`src/rtl/pong_game_controller_pkg.sv`:
```
// Shared types and screen geometry for the Pong game sequencer.
// Imported by the controller top and the paddle mover.
package pong_pkg;

  typedef enum logic [1:0] {
    IDLE,
    SERVE,
    PLAY,
    GAME_OVER
  } game_state_e;

  localparam int SCREEN_W = 640;
  localparam int SCREEN_H = 480;

endpackage

```
`src/rtl/pong_game_controller_paddle_mover.sv`:
```
// One paddle: top-y register stepped per frame with border clamping.
// load_initial recentres the paddle and wins over a step.
module paddle_mover
  import pong_pkg::*;
#(
  parameter int H             = 8,
  parameter int BORDER        = 4,
  parameter int PADDLE_HEIGHT = 64,
  parameter int SPEED         = 4,
  parameter int INIT_Y        = 208
) (
  input  logic       clk,
  input  logic       rst,
  input  logic       step,
  input  logic       up,
  input  logic       down,
  input  logic       load_initial,
  output logic [H:0] pos
);

  localparam int BOT = SCREEN_H - BORDER - PADDLE_HEIGHT;

  localparam logic [H:0] TOP_Y  = (H+1)'(BORDER);
  localparam logic [H:0] UP_LIM = (H+1)'(BORDER + SPEED);
  localparam logic [H:0] BOT_Y  = (H+1)'(BOT);
  localparam logic [H:0] DN_LIM = (H+1)'(BOT - SPEED);
  localparam logic [H:0] SPD    = (H+1)'(SPEED);
  localparam logic [H:0] INIT   = (H+1)'(INIT_Y);

  logic [H:0] pos_d;

  // next position: recentre, or one clamped step when exactly one button held
  always_comb begin
    pos_d = pos;
    if (load_initial) begin
      pos_d = INIT;
    end else if (step && (up ^ down)) begin
      if (up) begin
        pos_d = (pos < UP_LIM) ? TOP_Y : pos - SPD;
      end else begin
        pos_d = (pos > DN_LIM) ? BOT_Y : pos + SPD;
      end
    end
  end

  // position register
  always_ff @(posedge clk or negedge rst) begin
    if (!rst) pos <= INIT;
    else      pos <= pos_d;
  end

endmodule

```
`src/rtl/pong_game_controller.sv`:
```
// Pong game sequencer: serve/rally/point/game-over FSM, ball and scores.
// Advances once per frame_tick; all outputs are registered.
module pong_game_controller
  import pong_pkg::*;
#(
  parameter int HEIGHT_COUNTER_SIZE = 8,
  parameter int WIDTH_COUNTER_SIZE  = 9,
  parameter int INITIAL_PADDLE_1_X  = 16,
  parameter int INITIAL_PADDLE_2_X  = 616,
  parameter int INITIAL_PADDLE_Y    = 208,
  parameter int INITIAL_BALL_X      = 316,
  parameter int INITIAL_BALL_Y      = 236,
  parameter int PADDLE_WIDTH        = 8,
  parameter int PADDLE_HEIGHT       = 64,
  parameter int BALL_SIDE_SIZE      = 8,
  parameter int BORDER_PIXEL_WIDTH  = 4,
  parameter int PADDLE_SPEED        = 4,
  parameter int BALL_SPEED          = 2,
  parameter int SERVE_DELAY_FRAMES  = 60,
  parameter int WIN_SCORE           = 9,
  localparam int H  = HEIGHT_COUNTER_SIZE,
  localparam int W  = WIDTH_COUNTER_SIZE,
  localparam int SW = $clog2(WIN_SCORE + 1)
) (
  input  logic          clk,
  input  logic          rst,
  input  logic          frame_tick,
  input  logic          start,
  input  logic          p1_up,
  input  logic          p1_down,
  input  logic          p2_up,
  input  logic          p2_down,
  output logic [H:0]    paddle_1_pos,
  output logic [H:0]    paddle_2_pos,
  output logic [W:0]    ball_pos_x,
  output logic [H:0]    ball_pos_y,
  output logic [SW-1:0] score_1,
  output logic [SW-1:0] score_2,
  output logic [1:0]    game_state
);

  localparam int CW = (SERVE_DELAY_FRAMES > 0)
                    ? $clog2(SERVE_DELAY_FRAMES + 1) : 1;
  localparam int BRD  = BORDER_PIXEL_WIDTH;
  localparam int BALL = BALL_SIDE_SIZE;
  localparam int P1X  = INITIAL_PADDLE_1_X;
  localparam int P2X  = INITIAL_PADDLE_2_X;

  localparam logic [CW-1:0] DELAY = CW'(SERVE_DELAY_FRAMES);
  localparam logic [SW-1:0] WIN   = SW'(WIN_SCORE);
  localparam logic [SW-1:0] ONE   = SW'(1);

  localparam logic signed [W+1:0] SPD_X  = (W+2)'(BALL_SPEED);
  localparam logic signed [W+1:0] BALL_X = (W+2)'(BALL);
  localparam logic signed [W+1:0] BRD_X  = (W+2)'(BRD);
  localparam logic signed [W+1:0] MISS_R = (W+2)'(SCREEN_W - BRD - BALL);
  localparam logic signed [W+1:0] P1_L   = (W+2)'(P1X);
  localparam logic signed [W+1:0] P1_R   = (W+2)'(P1X + PADDLE_WIDTH);
  localparam logic signed [W+1:0] P2_L   = (W+2)'(P2X);
  localparam logic signed [W+1:0] P2_R   = (W+2)'(P2X + PADDLE_WIDTH);

  localparam logic signed [H+1:0] SPD_Y  = (H+2)'(BALL_SPEED);
  localparam logic signed [H+1:0] BALL_Y = (H+2)'(BALL);
  localparam logic signed [H+1:0] PH_Y   = (H+2)'(PADDLE_HEIGHT);
  localparam logic signed [H+1:0] YMIN_S = (H+2)'(BRD);
  localparam logic signed [H+1:0] YMAX_S = (H+2)'(SCREEN_H - BRD - BALL);

  localparam logic [W:0] X_INIT = (W+1)'(INITIAL_BALL_X);
  localparam logic [H:0] Y_INIT = (H+1)'(INITIAL_BALL_Y);
  localparam logic [W:0] X_BNC1 = (W+1)'(P1X + PADDLE_WIDTH);
  localparam logic [W:0] X_BNC2 = (W+1)'(P2X - BALL);
  localparam logic [H:0] Y_MIN  = (H+1)'(BRD);
  localparam logic [H:0] Y_MAX  = (H+1)'(SCREEN_H - BRD - BALL);

  game_state_e   state, state_d;
  logic [CW-1:0] serve_cnt, serve_cnt_d;
  logic [W:0]    ball_x_d;
  logic [H:0]    ball_y_d;
  logic          dir_x, dir_x_d;
  logic          dir_y, dir_y_d;
  logic [SW-1:0] score_1_d, score_2_d;
  logic [SW-1:0] inc_1, inc_2;
  logic          move_pad, load_pad;

  logic signed [W+1:0] nx;
  logic signed [H+1:0] ny, sp1, sp2;
  logic                ov1, ov2;
  logic                hit_l, hit_r, miss_l, miss_r;

  assign game_state = state;
  assign inc_1      = score_1 + ONE;
  assign inc_2      = score_2 + ONE;

  paddle_mover #(
    .H(H), .BORDER(BRD), .PADDLE_HEIGHT(PADDLE_HEIGHT),
    .SPEED(PADDLE_SPEED), .INIT_Y(INITIAL_PADDLE_Y)
  ) u_paddle_1 (
    .clk(clk), .rst(rst), .step(move_pad),
    .up(p1_up), .down(p1_down),
    .load_initial(load_pad), .pos(paddle_1_pos)
  );

  paddle_mover #(
    .H(H), .BORDER(BRD), .PADDLE_HEIGHT(PADDLE_HEIGHT),
    .SPEED(PADDLE_SPEED), .INIT_Y(INITIAL_PADDLE_Y)
  ) u_paddle_2 (
    .clk(clk), .rst(rst), .step(move_pad),
    .up(p2_up), .down(p2_down),
    .load_initial(load_pad), .pos(paddle_2_pos)
  );

  // candidate ball step plus paddle/border collision tests (signed, no wrap)
  always_comb begin
    sp1 = $signed({1'b0, paddle_1_pos});
    sp2 = $signed({1'b0, paddle_2_pos});
    nx = dir_x ? $signed({1'b0, ball_pos_x}) + SPD_X
               : $signed({1'b0, ball_pos_x}) - SPD_X;
    ny = dir_y ? $signed({1'b0, ball_pos_y}) + SPD_Y
               : $signed({1'b0, ball_pos_y}) - SPD_Y;
    ov1 = (ny + BALL_Y > sp1) && (ny < sp1 + PH_Y);
    ov2 = (ny + BALL_Y > sp2) && (ny < sp2 + PH_Y);
    hit_l = !dir_x && (nx <= P1_R) && (nx + BALL_X > P1_L) && ov1;
    hit_r = dir_x && (nx + BALL_X >= P2_L) && (nx < P2_R) && ov2;
    miss_l = (nx <= BRD_X);
    miss_r = (nx >= MISS_R);
  end

  // match FSM: next state, serve counter, ball and score updates
  always_comb begin
    state_d     = state;
    serve_cnt_d = serve_cnt;
    ball_x_d    = ball_pos_x;
    ball_y_d    = ball_pos_y;
    dir_x_d     = dir_x;
    dir_y_d     = dir_y;
    score_1_d   = score_1;
    score_2_d   = score_2;
    move_pad    = 1'b0;
    load_pad    = 1'b0;
    unique case (state)
      IDLE: begin
        if (start) begin
          state_d     = SERVE;
          serve_cnt_d = DELAY;
        end
      end
      SERVE: begin
        if (frame_tick) begin
          move_pad = 1'b1;
          if (serve_cnt != '0) serve_cnt_d = serve_cnt - 1'b1;
          else                 state_d     = PLAY;
        end
      end
      PLAY: begin
        if (frame_tick) begin
          move_pad = 1'b1;
          if (hit_l || hit_r || !(miss_l || miss_r)) begin
            if (ny < YMIN_S) begin
              ball_y_d = Y_MIN;
              dir_y_d  = 1'b1;
            end else if (ny > YMAX_S) begin
              ball_y_d = Y_MAX;
              dir_y_d  = 1'b0;
            end else begin
              ball_y_d = ny[H:0];
            end
          end
          if (hit_l) begin
            ball_x_d = X_BNC1;
            dir_x_d  = 1'b1;
          end else if (hit_r) begin
            ball_x_d = X_BNC2;
            dir_x_d  = 1'b0;
          end else if (miss_l || miss_r) begin
            if (miss_l) score_2_d = inc_2;
            else        score_1_d = inc_1;
            if ((miss_l ? inc_2 : inc_1) == WIN) begin
              state_d = GAME_OVER;
            end else begin
              state_d     = SERVE;
              serve_cnt_d = DELAY;
              ball_x_d    = X_INIT;
              ball_y_d    = Y_INIT;
              dir_x_d     = miss_r;
              dir_y_d     = 1'b1;
              load_pad    = 1'b1;
            end
          end else begin
            ball_x_d = nx[W:0];
          end
        end
      end
      GAME_OVER: begin
        if (start) begin
          state_d     = SERVE;
          serve_cnt_d = DELAY;
          ball_x_d    = X_INIT;
          ball_y_d    = Y_INIT;
          dir_x_d     = 1'b1;
          dir_y_d     = 1'b1;
          score_1_d   = '0;
          score_2_d   = '0;
          load_pad    = 1'b1;
        end
      end
    endcase
  end

  // game registers
  always_ff @(posedge clk or negedge rst) begin
    if (!rst) begin
      state      <= IDLE;
      serve_cnt  <= '0;
      ball_pos_x <= X_INIT;
      ball_pos_y <= Y_INIT;
      dir_x      <= 1'b1;
      dir_y      <= 1'b1;
      score_1    <= '0;
      score_2    <= '0;
    end else begin
      state      <= state_d;
      serve_cnt  <= serve_cnt_d;
      ball_pos_x <= ball_x_d;
      ball_pos_y <= ball_y_d;
      dir_x      <= dir_x_d;
      dir_y      <= dir_y_d;
      score_1    <= score_1_d;
      score_2    <= score_2_d;
    end
  end

endmodule

```
`config.mk`:
```
export PLATFORM = sky130hd
export DESIGN_NAME = pong_game_controller
export DESIGN_NICKNAME = d
export VERILOG_FILES = /design/src/rtl/pong_game_controller_pkg.sv /design/src/rtl/pong_game_controller_paddle_mover.sv /design/src/rtl/pong_game_controller.sv
export SDC_FILE = /design/constraint.sdc
export NUM_CORES = 1
export LEC_CHECK = 0
export ABC_AREA = 1
export BUFFER_PORTS_ARGS = -buffer_cell sky130_fd_sc_hd__buf_2
export CAP_MARGIN = 0
export CELL_PAD_IN_SITES_DETAIL_PLACEMENT = 1
export CELL_PAD_IN_SITES_GLOBAL_PLACEMENT = 2
export CORE_UTILIZATION = 36
export CTS_CLUSTER_DIAMETER = 100
export CTS_CLUSTER_SIZE = 30
export DETAILED_ROUTE_END_ITERATION = 10
export PLACE_DENSITY_LB_ADDON = 0.1
export SLEW_MARGIN = 25
export SYNTH_ARGS = -nofsm -noshare
export SYNTH_HDL_FRONTEND = slang
export SYNTH_SLANG_ARGS = --single-unit
```
`constraint.sdc`:
```
create_clock -name clk -period 11 [get_ports clk]
set_clock_uncertainty 0.1 [all_clocks]
set_input_delay 0.55 -clock clk [delete_from_list [all_inputs] [get_ports clk]]
set_output_delay 0.55 -clock clk [all_outputs]
set_load 0.05 [all_outputs]
```
==> impl_metrics.ini, run 1 <==
[logic_synthesis]
yosys-top-cells-area = nand2_1, ha_1, dfrtp_1, dfstp_2, inv_1
postSynth.asyncResetShare_pct = 100
synth_top_cell_area_share_pct = 17.8
ys_ff_latch = 50
synth_edf_count = 0
synth.distinct_cells = 50
yosysWarningCount = 0
syn_avg_cell_area_um2 = 6.40
seq_area_frac_synth_pct = 21.9
synth_ff_type = dfrtp_1
yosys.area.top_type = nand2_1
netlist_area_um2 = 5810
syn_inst = 907

[place]
place_inst = 1164
dp.final_hpwl_um = 14600
gp_congestion = 0.865
port-buffer-count = 49

[floorplan]
dieArea_um2 = 16600
start_util_pct = 36.7
core_area_um2 = 15800
die_width_um = 129
row_count = 46
ios = 55
die_y_um = 129

[critical_path]
slowest_stage = dfstp_2
crit_path_start_kind = flip-flop
critPathKind = reg -> reg
r2r_slack_ns = 6.31
critPathTopFamily = simple AND/OR/NAND/NOR gates
required_ns = 11.14
arrival_ns = 4.83
path_common_cell = nand2_1
crit_path_end_kind = flip-flop
critical_path.max_fanout = 18
cp_num_buf_inv = 6
slowest_delay_ns = 0.58

[route]
drt_iter0_drc = 181
wl_um = 18000
drtPass1Iterations = 4
ant_nets = 0
dr_total_vias = 5968
wl_per_cell_um = 15.3
route.detailed.drc = 0
viasPerCell = 5.09

[outcome]
status = finished, final reports clean

[global_route]
overflow = 0
grt_use_total_pct = 22.5
grt_pass1_vias = 6032
grt_max_degree = 51
grt_pass1_wl_um = 29700
antenna_found_initial = 0

[finish]
drive_gt1_share_pct = 12.1
final_net_count = 1032
antenna_cells = 0
fin_util_pct = 40.5
syn_to_final_growth_pct = 10.5
final_cells = 1172

[timing]
finalSetupViolations = 0
final.setup.tns_ns = 0
period_minus_slack_ns = 4.69
worstMarginPinSlew_ns = 0.870
finalCritPeriodShare_pct = 42.7
slew_headroom_pct = 41.6
timing.final.max_slew_violations = 0
rsz0062_at_grt = no
fmax_mhz = 213
hold_viol_final = 0
hold_ws_ns = 0.274

[worst_hold_path]
hold_class = in -> async

[clock_network]
cts_tree = built
clk_transition_reported_paths_ns = 0.08
cts_num_sinks = 50
cts_root_buffer = clkbuf_16
cts_inserted_buffers = 5
htreeDepth = 2
post_cts_resized = 0
hold_buffers = 0
clock_latency_ns = 0.30
cts_setup_buffers = 0
cts_buffer_depth = 2

[run]
drv_cap = 0
==> metrics by stage <==
step / cell area, um^2 / setup WS (ns)
floorplan: 5820 / 6.96
global placement: 6260 / 6.53
detailed placement: 6260 / 6.36
CTS: 6410 / 6.32
global route: 6410 / 5.83
finish: 6410 / 6.31
==> metal layers <==
metal | global-route usage (%) | up-vias | part of all wire [%]
met2 | 41.7 | 61 | 51
met4 | 5.26 | 0 | 1.5
met3 | 1.66 | 16 | 1.5
met5 | 0 | - | 0
met1 | 28.1 | 2859 | 46
li1 | - | 3032 | -
==> flip-flops by register name (all words and copies together) (netlist names) <==
register and flops:
ball_pos_y 9, dir_x 1, serve_cnt 6, u_paddle_1.pos 7, ball_pos_x 9, score_2 4
dir_y 1, game_state 2, u_paddle_2.pos 7, score_1 4
==> cell usage after synthesis (2+ instances only) <==
cell	n
clkbuf_1	6
nor2_1	92
inv_2	3
o22ai_1	2
o31ai_1	3
nand2_1	276
o21ai_2	2
o2111a_1	2
ha_1	67
fa_1	2
dfstp_2	18
o21ai_0	40
nand3_1	73
xor2_1	12
dfrtp_1	32
nand3_2	5
nand4_1	22
a21oi_1	38
nor2_2	5
nor3_1	12
o21ai_4	2
inv_1	119
o21a_1	3
o32ai_1	2
nand2_2	10
nand2_4	2
or2_2	8
xnor2_1	10
buf_4	5
o21ai_1	12
buf_6	2
nand3b_1	2
==> logic make-up after synthesis <==
logic type / synth area share, %
XOR/XNOR: 3.32
AND/OR/NAND/NOR: 38.3
flip-flops: 21.9
buffers and inverters: 9.37
other: 0.0646
AO/OA/AOI/OAI: 11.8
adder cells (fa/ha/maj): 15.1
==> cell type report <==
class / count / area [um^2]
fill: 2151 / 9410
multi-input combinational: 725 / 4000
sequential: 50 / 1270
inverter: 123 / 462
tap: 216 / 270
timing repair buffer: 50 / 253
clock buffer: 5 / 125
clock inverter: 3 / 28.8
==> final timing paths <==
kind / cells after the start / start / to
setup / recovery: 27 / dir_y / ball_pos_x[5]
hold / removal: 2 / rst / game_state[1]
setup reg to reg: 27 / dir_y / ball_pos_x[5]
hold reg to reg: 2 / ball_pos_x[4] / ball_pos_x[4]
max in group asynchronous: 2 / rst / u_paddle_2.pos[8]
min in group clk: 2 / ball_pos_x[4] / ball_pos_x[4]
==> placed cells by master, fill, tap and decap left out, types with 3 or more instances in the layout <==
cell type  Yosys  final
a21oi_1       38     38
buf_2          0     49
clkbuf_16      0      5
conb_1         1      5
dfrtp_1       32     32
dfstp_2       18     18
ha_1          67     67
inv_1        119    119
inv_2          3      3
nand2_1      276    276
nand2_2       10     10
nand3_1       73     73
nand3_2        5      5
nand4_1       22     22
nor2_1        92     92
nor2_2         5      5
nor3_1        12     12
o21a_1         3      3
o21ai_0       40     40
o21ai_1       12     12
o31ai_1        3      3
or2_2          8      8
xnor2_1       10     10
xor2_1        12     12
Power of run 1 is left out: the tool's default activity adds up to more than one toggle a clock period on the data nets, which glitch-free logic cannot reach.
==> run 2: changes to the inputs <==
Settings changed: ABC_AREA 1 to 0, CORE_UTILIZATION 36 to 37.
Clock period 11 ns to 4.5 ns, I/O delays scaled along.
==> run 2 against run 1 <==
The run now ends with design-rule violations, negative setup slack left. Worst hold slack improved by 0.0049 ns. Utilization rose by 11 points. Design area grew 17%. Die area shrank 5.6%. Clock-buffer cell count unchanged. Wire length up 10%. Setup slack got worse by 6.8 ns. Area after synthesis decreased by 3.0%. Non-clock buffer count increased by 102.
==> impl_metrics.ini, run 2 <==
[outcome]
status = complete, but fails checks
violations = design-rule violations, negative setup slack

[logic_synthesis]
postSynth.asyncResetShare_pct = 100
netlist_area_um2 = 5630
synth.distinct_cells = 102
synth_top_cell_area_share_pct = 14.9
synth_ff_type = dfrtp_1
syn_avg_cell_area_um2 = 8.29
yosysWarningCount = 0
yosys.area.top_type = ha_1
yosys-top-cells-count = ha_1, nor2_1, inv_1
syn_inst = 679
seq_area_frac_synth_pct = 22.6
yosys-top-cells-area = ha_1, dfrtp_1, dfstp_2, nor2_1, inv_1
ys_ff_latch = 50
synth_most_common_cell = ha_1
synth_edf_count = 0

[global_route]
grt_pass1_vias = 6122
grt_pass1_wl_um = 31700
grt_max_degree = 51
overflow = 0
grt_use_total_pct = 25.4
antenna_found_initial = 0

[clock_network]
htreeDepth = 2
clock_latency_ns = 0.31
clk_transition_reported_paths_ns = 0.08
cts_tree = built
cts_inserted_buffers = 5
cts_root_buffer = clkbuf_16
cts_num_sinks = 50
cts_buffer_depth = 2

[critical_path]
required_ns = 4.65
cp_num_buf_inv = 5
critPathTopFamily = simple AND/OR/NAND/NOR gates
critical_path.max_fanout = 8
critPathKind = reg -> reg
path_cells = clkinvlp_4 -> buf_12 -> ha_4 -> nor2b_2 -> nor2_2 -> xnor2_2 -> ha_2 -> nand3_2 -> xnor2_2 -> ha_1 -> and3_4 -> buf_4 -> nand2_1 -> o21ai_1 -> nor3b_4 -> or4b_4 -> o311ai_4 -> buf_12 -> nand2_8 -> a311oi_4 -> buf_4 -> or2b_4 -> o22a_2
slowest_delay_ns = 0.57
arrival_ns = 5.14
crit_path_end_kind = flip-flop
crit_path_start_kind = flip-flop
slowest_stage = dfstp_2

[finish]
final_net_count = 893
reg_top3 = ball_pos_x x9, ball_pos_y x9
drive_gt1_share_pct = 36.1
final_common_cell = buf_4
final_cells = 1001
syn_to_final_growth_pct = 33.4
antenna_cells = 0
fin_util_pct = 51.1
final_cell_mix = buf_4, ha_1, inv_1

[timing]
finalCritPeriodShare_pct = 111
layout_setup_ws_ns = -0.494
hold_viol_final = 0
fmax_mhz = 200
worstMarginPinSlew_ns = 0.799
timing.final.max_slew_violations = 0
finalSetupViolations = 50
slew_headroom_pct = 46.5
final.setup.tns_ns = -20.62
period_minus_slack_ns = 4.99
rsz0062_at_grt = yes

[worst_hold_path]
hold_class = in -> reg

[floorplan]
die_width_um = 125
core_area_um2 = 14700
start_util_pct = 38.3
ios = 55
dieArea_um2 = 15700
row_count = 44
die_y_um = 125

[route]
route.detailed.drc = 3
wl_per_cell_um = 19.8
viasPerCell = 5.83
wl_um = 19800
dr_total_vias = 5831
drt_iter0_drc = 228
ant_nets = 0
drtPass1Iterations = 9

[run]
drv_cap = 0

[place]
dp.final_hpwl_um = 14700
gp_congestion = 0.885
port-buffer-count = 49
place_inst = 973
run 2: changes by cell type after synthesis, moves of 11 or more:
cell      delta
a211oi_1    +14
inv_1       -65
nand2_1    -224
nand3_1     -37
nor2_1      -37
nor2b_1     +11
o21ai_0     -11
run 2: final timing paths:
path,from,to,slack [ns],cells past startpoint
max,dir_y,game_state[1],-0.49,23
min,start,u_paddle_1.pos[3],0.28,4
max reg2reg,dir_y,game_state[1],-0.49,23
min reg2reg,ball_pos_x[3],ball_pos_x[3],0.38,2
max in group asynchronous,rst,ball_pos_y[1],3.27,3
min in group asynchronous,rst,u_paddle_1.pos[8],0.51,3
run 2: per-stage QoR:
stage          hold slack [ns]  cell area (um^2)  worst slack [ns]
2_1_floorplan           -0.171              5740            -0.200
3_3_place_gp             0.302              6710            -0.369
3_5_place_dp             0.304              6710            -0.612
4_1_cts                  0.275              7300            -0.340
5_1_grt                  0.310              7510            -0.682
6_report                 0.279              7510            -0.494
run 2: final cells by class:
type                       instances  area (um^2)
clock inverter                     3         26.3
timing repair buffer             152         1100
inverter                          54          206
sequential                        50         1270
tap                              184          230
fill                            1743         7190
clock buffer                       5          125
multi-input combinational        553         4540
run 2: worst min-delay path: cells and delay by family:
| family | cells | cell delay [ns] |
|---|---|---|
| AOI/OAI and AO/OA | 2 | 0.22 |
| and+or+nand+nor | 1 | 0.11 |
| buffers and inverters | 1 | 0.09 |
run 2: what timing repair did:
action	in CTS	in global routing
hold buffers	1	0
pin swaps	25	11
endpoints found under the setup margin	50	50
setup buffers	15	3
gates resized for setup	52	41
cloned	1	0
hold endpoints to repair	32	0
run 2: layer usage:
| metal | vias up | part of all wire (%) | GRT usage, % |
|---|---|---|---|
| met2 | 103 | 50 | 45.6 |
| met3 | 44 | 2.3 | 3.12 |
| met4 | 0 | 2.7 | 10.3 |
| met5 | - | 0 | 0 |
| met1 | 2905 | 45 | 30.7 |
| li1 | 2779 | - | - |
run 2: cells by family after synthesis:
family                   synth area share (%)
other                                  0.0666
multiplexers                             1.49
adder cells (fa/ha/maj)                  15.6
flip-flops                               22.6
AND/OR/NAND/NOR                          23.2
AO/OA/AOI/OAI                            26.7
buffers and inverters                    6.09
XOR/XNOR                                 4.18
Power of run 2 is left out for the same reason.
==> run 3: changes to the inputs <==
Settings changed: CORE_MARGIN set to 2.
==> run 3 against run 2 <==
The run ends with negative setup slack left. Non-clock buffer count grew 14. Die area grew 3.2%. Final cell count grew 1.8%. Clock-buffer cell count is the same. Setup slack lost 0.086 ns. Critical endpoint is now ball_pos_x[1]. Highest routed layer unchanged.
==> impl_metrics.ini, run 3 (synthesis gave the netlist of run 2 again) <==
[timing]
rsz0062_at_grt = yes
worstMarginPinSlew_ns = 0.982
hold_ws_ns = 0.306
fmax_mhz = 197
finalCritPeriodShare_pct = 113
slew_headroom_pct = 34.6
period_minus_slack_ns = 5.08
hold_viol_final = 0
layout_setup_ws_ns = -0.580
final.setup.tns_ns = -22.57
timing.final.max_slew_violations = 0
finalSetupViolations = 50

[floorplan]
die_y_um = 127
start_util_pct = 37.4
die_width_um = 127
core_area_um2 = 15000
ios = 55
dieArea_um2 = 16200
row_count = 45

[finish]
final_net_count = 907
multi_input_area_um2 = 4560
fill_cells = 1777
drive_gt1_share_pct = 37.5
seqCellArea_um2 = 1270
final_cell_mix = buf_4, ha_1, inv_1
reg_top3 = ball_pos_x x9, ball_pos_y x9
antenna_cells = 0
syn_to_final_growth_pct = 35.9
final_common_cell = buf_4

[global_route]
grt_pass1_vias = 6147
grt_pass1_wl_um = 32200
overflow = 0
antenna_found_initial = 0
grt_use_total_pct = 24.9
grt_max_degree = 51

[critical_path]
crit_path_start_kind = flip-flop
slowest_delay_ns = 0.57
required_ns = 4.59
critPathKind = reg -> reg
critical_path.max_fanout = 8
slowest_stage = dfstp_2
crit_path_end_kind = flip-flop
path_cells = clkinvlp_4 -> buf_12 -> buf_6 -> ha_4 -> buf_6 -> inv_4 -> buf_4 -> buf_4 -> xnor2_4 -> buf_4 -> buf_4 -> ha_1 -> a21o_1 -> a2111oi_2 -> buf_4 -> o21ai_1 -> nor3b_2 -> or4b_4 -> o311ai_4 -> a21oi_2 -> a21oi_4 -> buf_12 -> o31ai_4 -> mux2_4
arrival_ns = 5.17
path_common_cell = buf_4
cp_num_buf_inv = 11
critPathTopFamily = buffers and inverters

[place]
dp.final_hpwl_um = 15200
port-buffer-count = 49
gp_congestion = 0.865

[clock_network]
htreeDepth = 2
clock_latency_ns = 0.31
cts_tree = built
cts_inserted_buffers = 5
cts_buffer_depth = 2
clk_transition_reported_paths_ns = 0.08
cts_root_buffer = clkbuf_16
cts_num_sinks = 50

[route]
drt_iter0_drc = 238
route.detailed.drc = 0
drtPass1Iterations = 4
wl_um = 20300
wl_per_cell_um = 20.0
dr_total_vias = 5875
ant_nets = 0
viasPerCell = 5.77

[run]
drv_cap = 0

[outcome]
status = complete, but fails checks
violations = negative setup slack

[worst_hold_path]
hold_class = in -> reg
[run 3: cell count changes in the layout (fill, tap and decap cells not counted), moves of 3 or more]
| cell | delta |
|---|---|
| a211oi_1 | +4 |
| a211oi_2 | -5 |
| buf_4 | +13 |
| nand2_4 | +3 |
| nand3_1 | +3 |
| nand3_2 | -3 |
| nor2_1 | -4 |
[run 3: area by class of cell]
cell class                 instances  area share [%]
sequential                        50            16.7
timing repair buffer             166            15.8
clock buffer                       5            1.64
multi-input combinational        553            59.7
tap                              188            3.07
clock inverter                     3           0.376
inverter                          54            2.73
[run 3: routing by layer]
metal / up-vias / part of all wire [%] / track usage (%)
li1: 2825 / - / -
met1: 2938 / 43 / 30.1
met2: 90 / 53 / 45.9
met3: 22 / 2.6 / 3.22
met4: 0 / 1.5 / 7.05
met5: - / 0 / 0
[run 3: worst register-to-register path, cell delays in order, from the launching register on]
cell and delay, ns:
dfstp_2 0.57, clkinvlp_4 0.10, buf_12 0.15, buf_6 0.13, ha_4 0.28, buf_6 0.10
inv_4 0.03, buf_4 0.12, buf_4 0.14, xnor2_4 0.15, buf_4 0.15, buf_4 0.15
ha_1 0.18, a21o_1 0.16, a2111oi_2 0.37, buf_4 0.17, o21ai_1 0.06, nor3b_2 0.28
or4b_4 0.52, o311ai_4 0.11, a21oi_2 0.12, a21oi_4 0.23, buf_12 0.15, o31ai_4 0.10
mux2_4 0.33
[run 3: final timing paths]
path | endpoint | depth (start not counted) | slack, ns | from
min reg2reg | ball_pos_x[3] | 2 | 0.40 | ball_pos_x[3]
min | ball_pos_x[5] | 4 | 0.31 | frame_tick
min in group asynchronous | u_paddle_1.pos[8] | 3 | 0.45 | rst
max in group asynchronous | ball_pos_y[1] | 3 | 3.31 | rst
max | ball_pos_x[1] | 24 | -0.58 | dir_y
max reg2reg | ball_pos_x[1] | 24 | -0.58 | dir_y
[run 3: repair_timing]
action,CTS,global route
pin swaps,29,36
hold endpoints to repair,32,0
gates resized for setup,53,48
buffers inserted,20,11
cloned,0,1
endpoints found under the setup margin,50,50
hold buffers,1,0
[run 3: metrics by stage]
| stage | utilization (%) | setup slack [ns] | instance area, um^2 | std cells |
|---|---|---|---|---|
| floorplan | - | -0.200 | 5740 | 683 |
| global placement | 44.7 | -0.380 | 6730 | 978 |
| detailed placement | 44.7 | -0.523 | 6730 | 978 |
| CTS | 48.4 | -0.507 | 7270 | 1007 |
| global route | 50.9 | -0.787 | 7650 | 1019 |
| finish | 50.9 | -0.580 | 7650 | 1019 |
Power of run 3 is left out for the same reason.
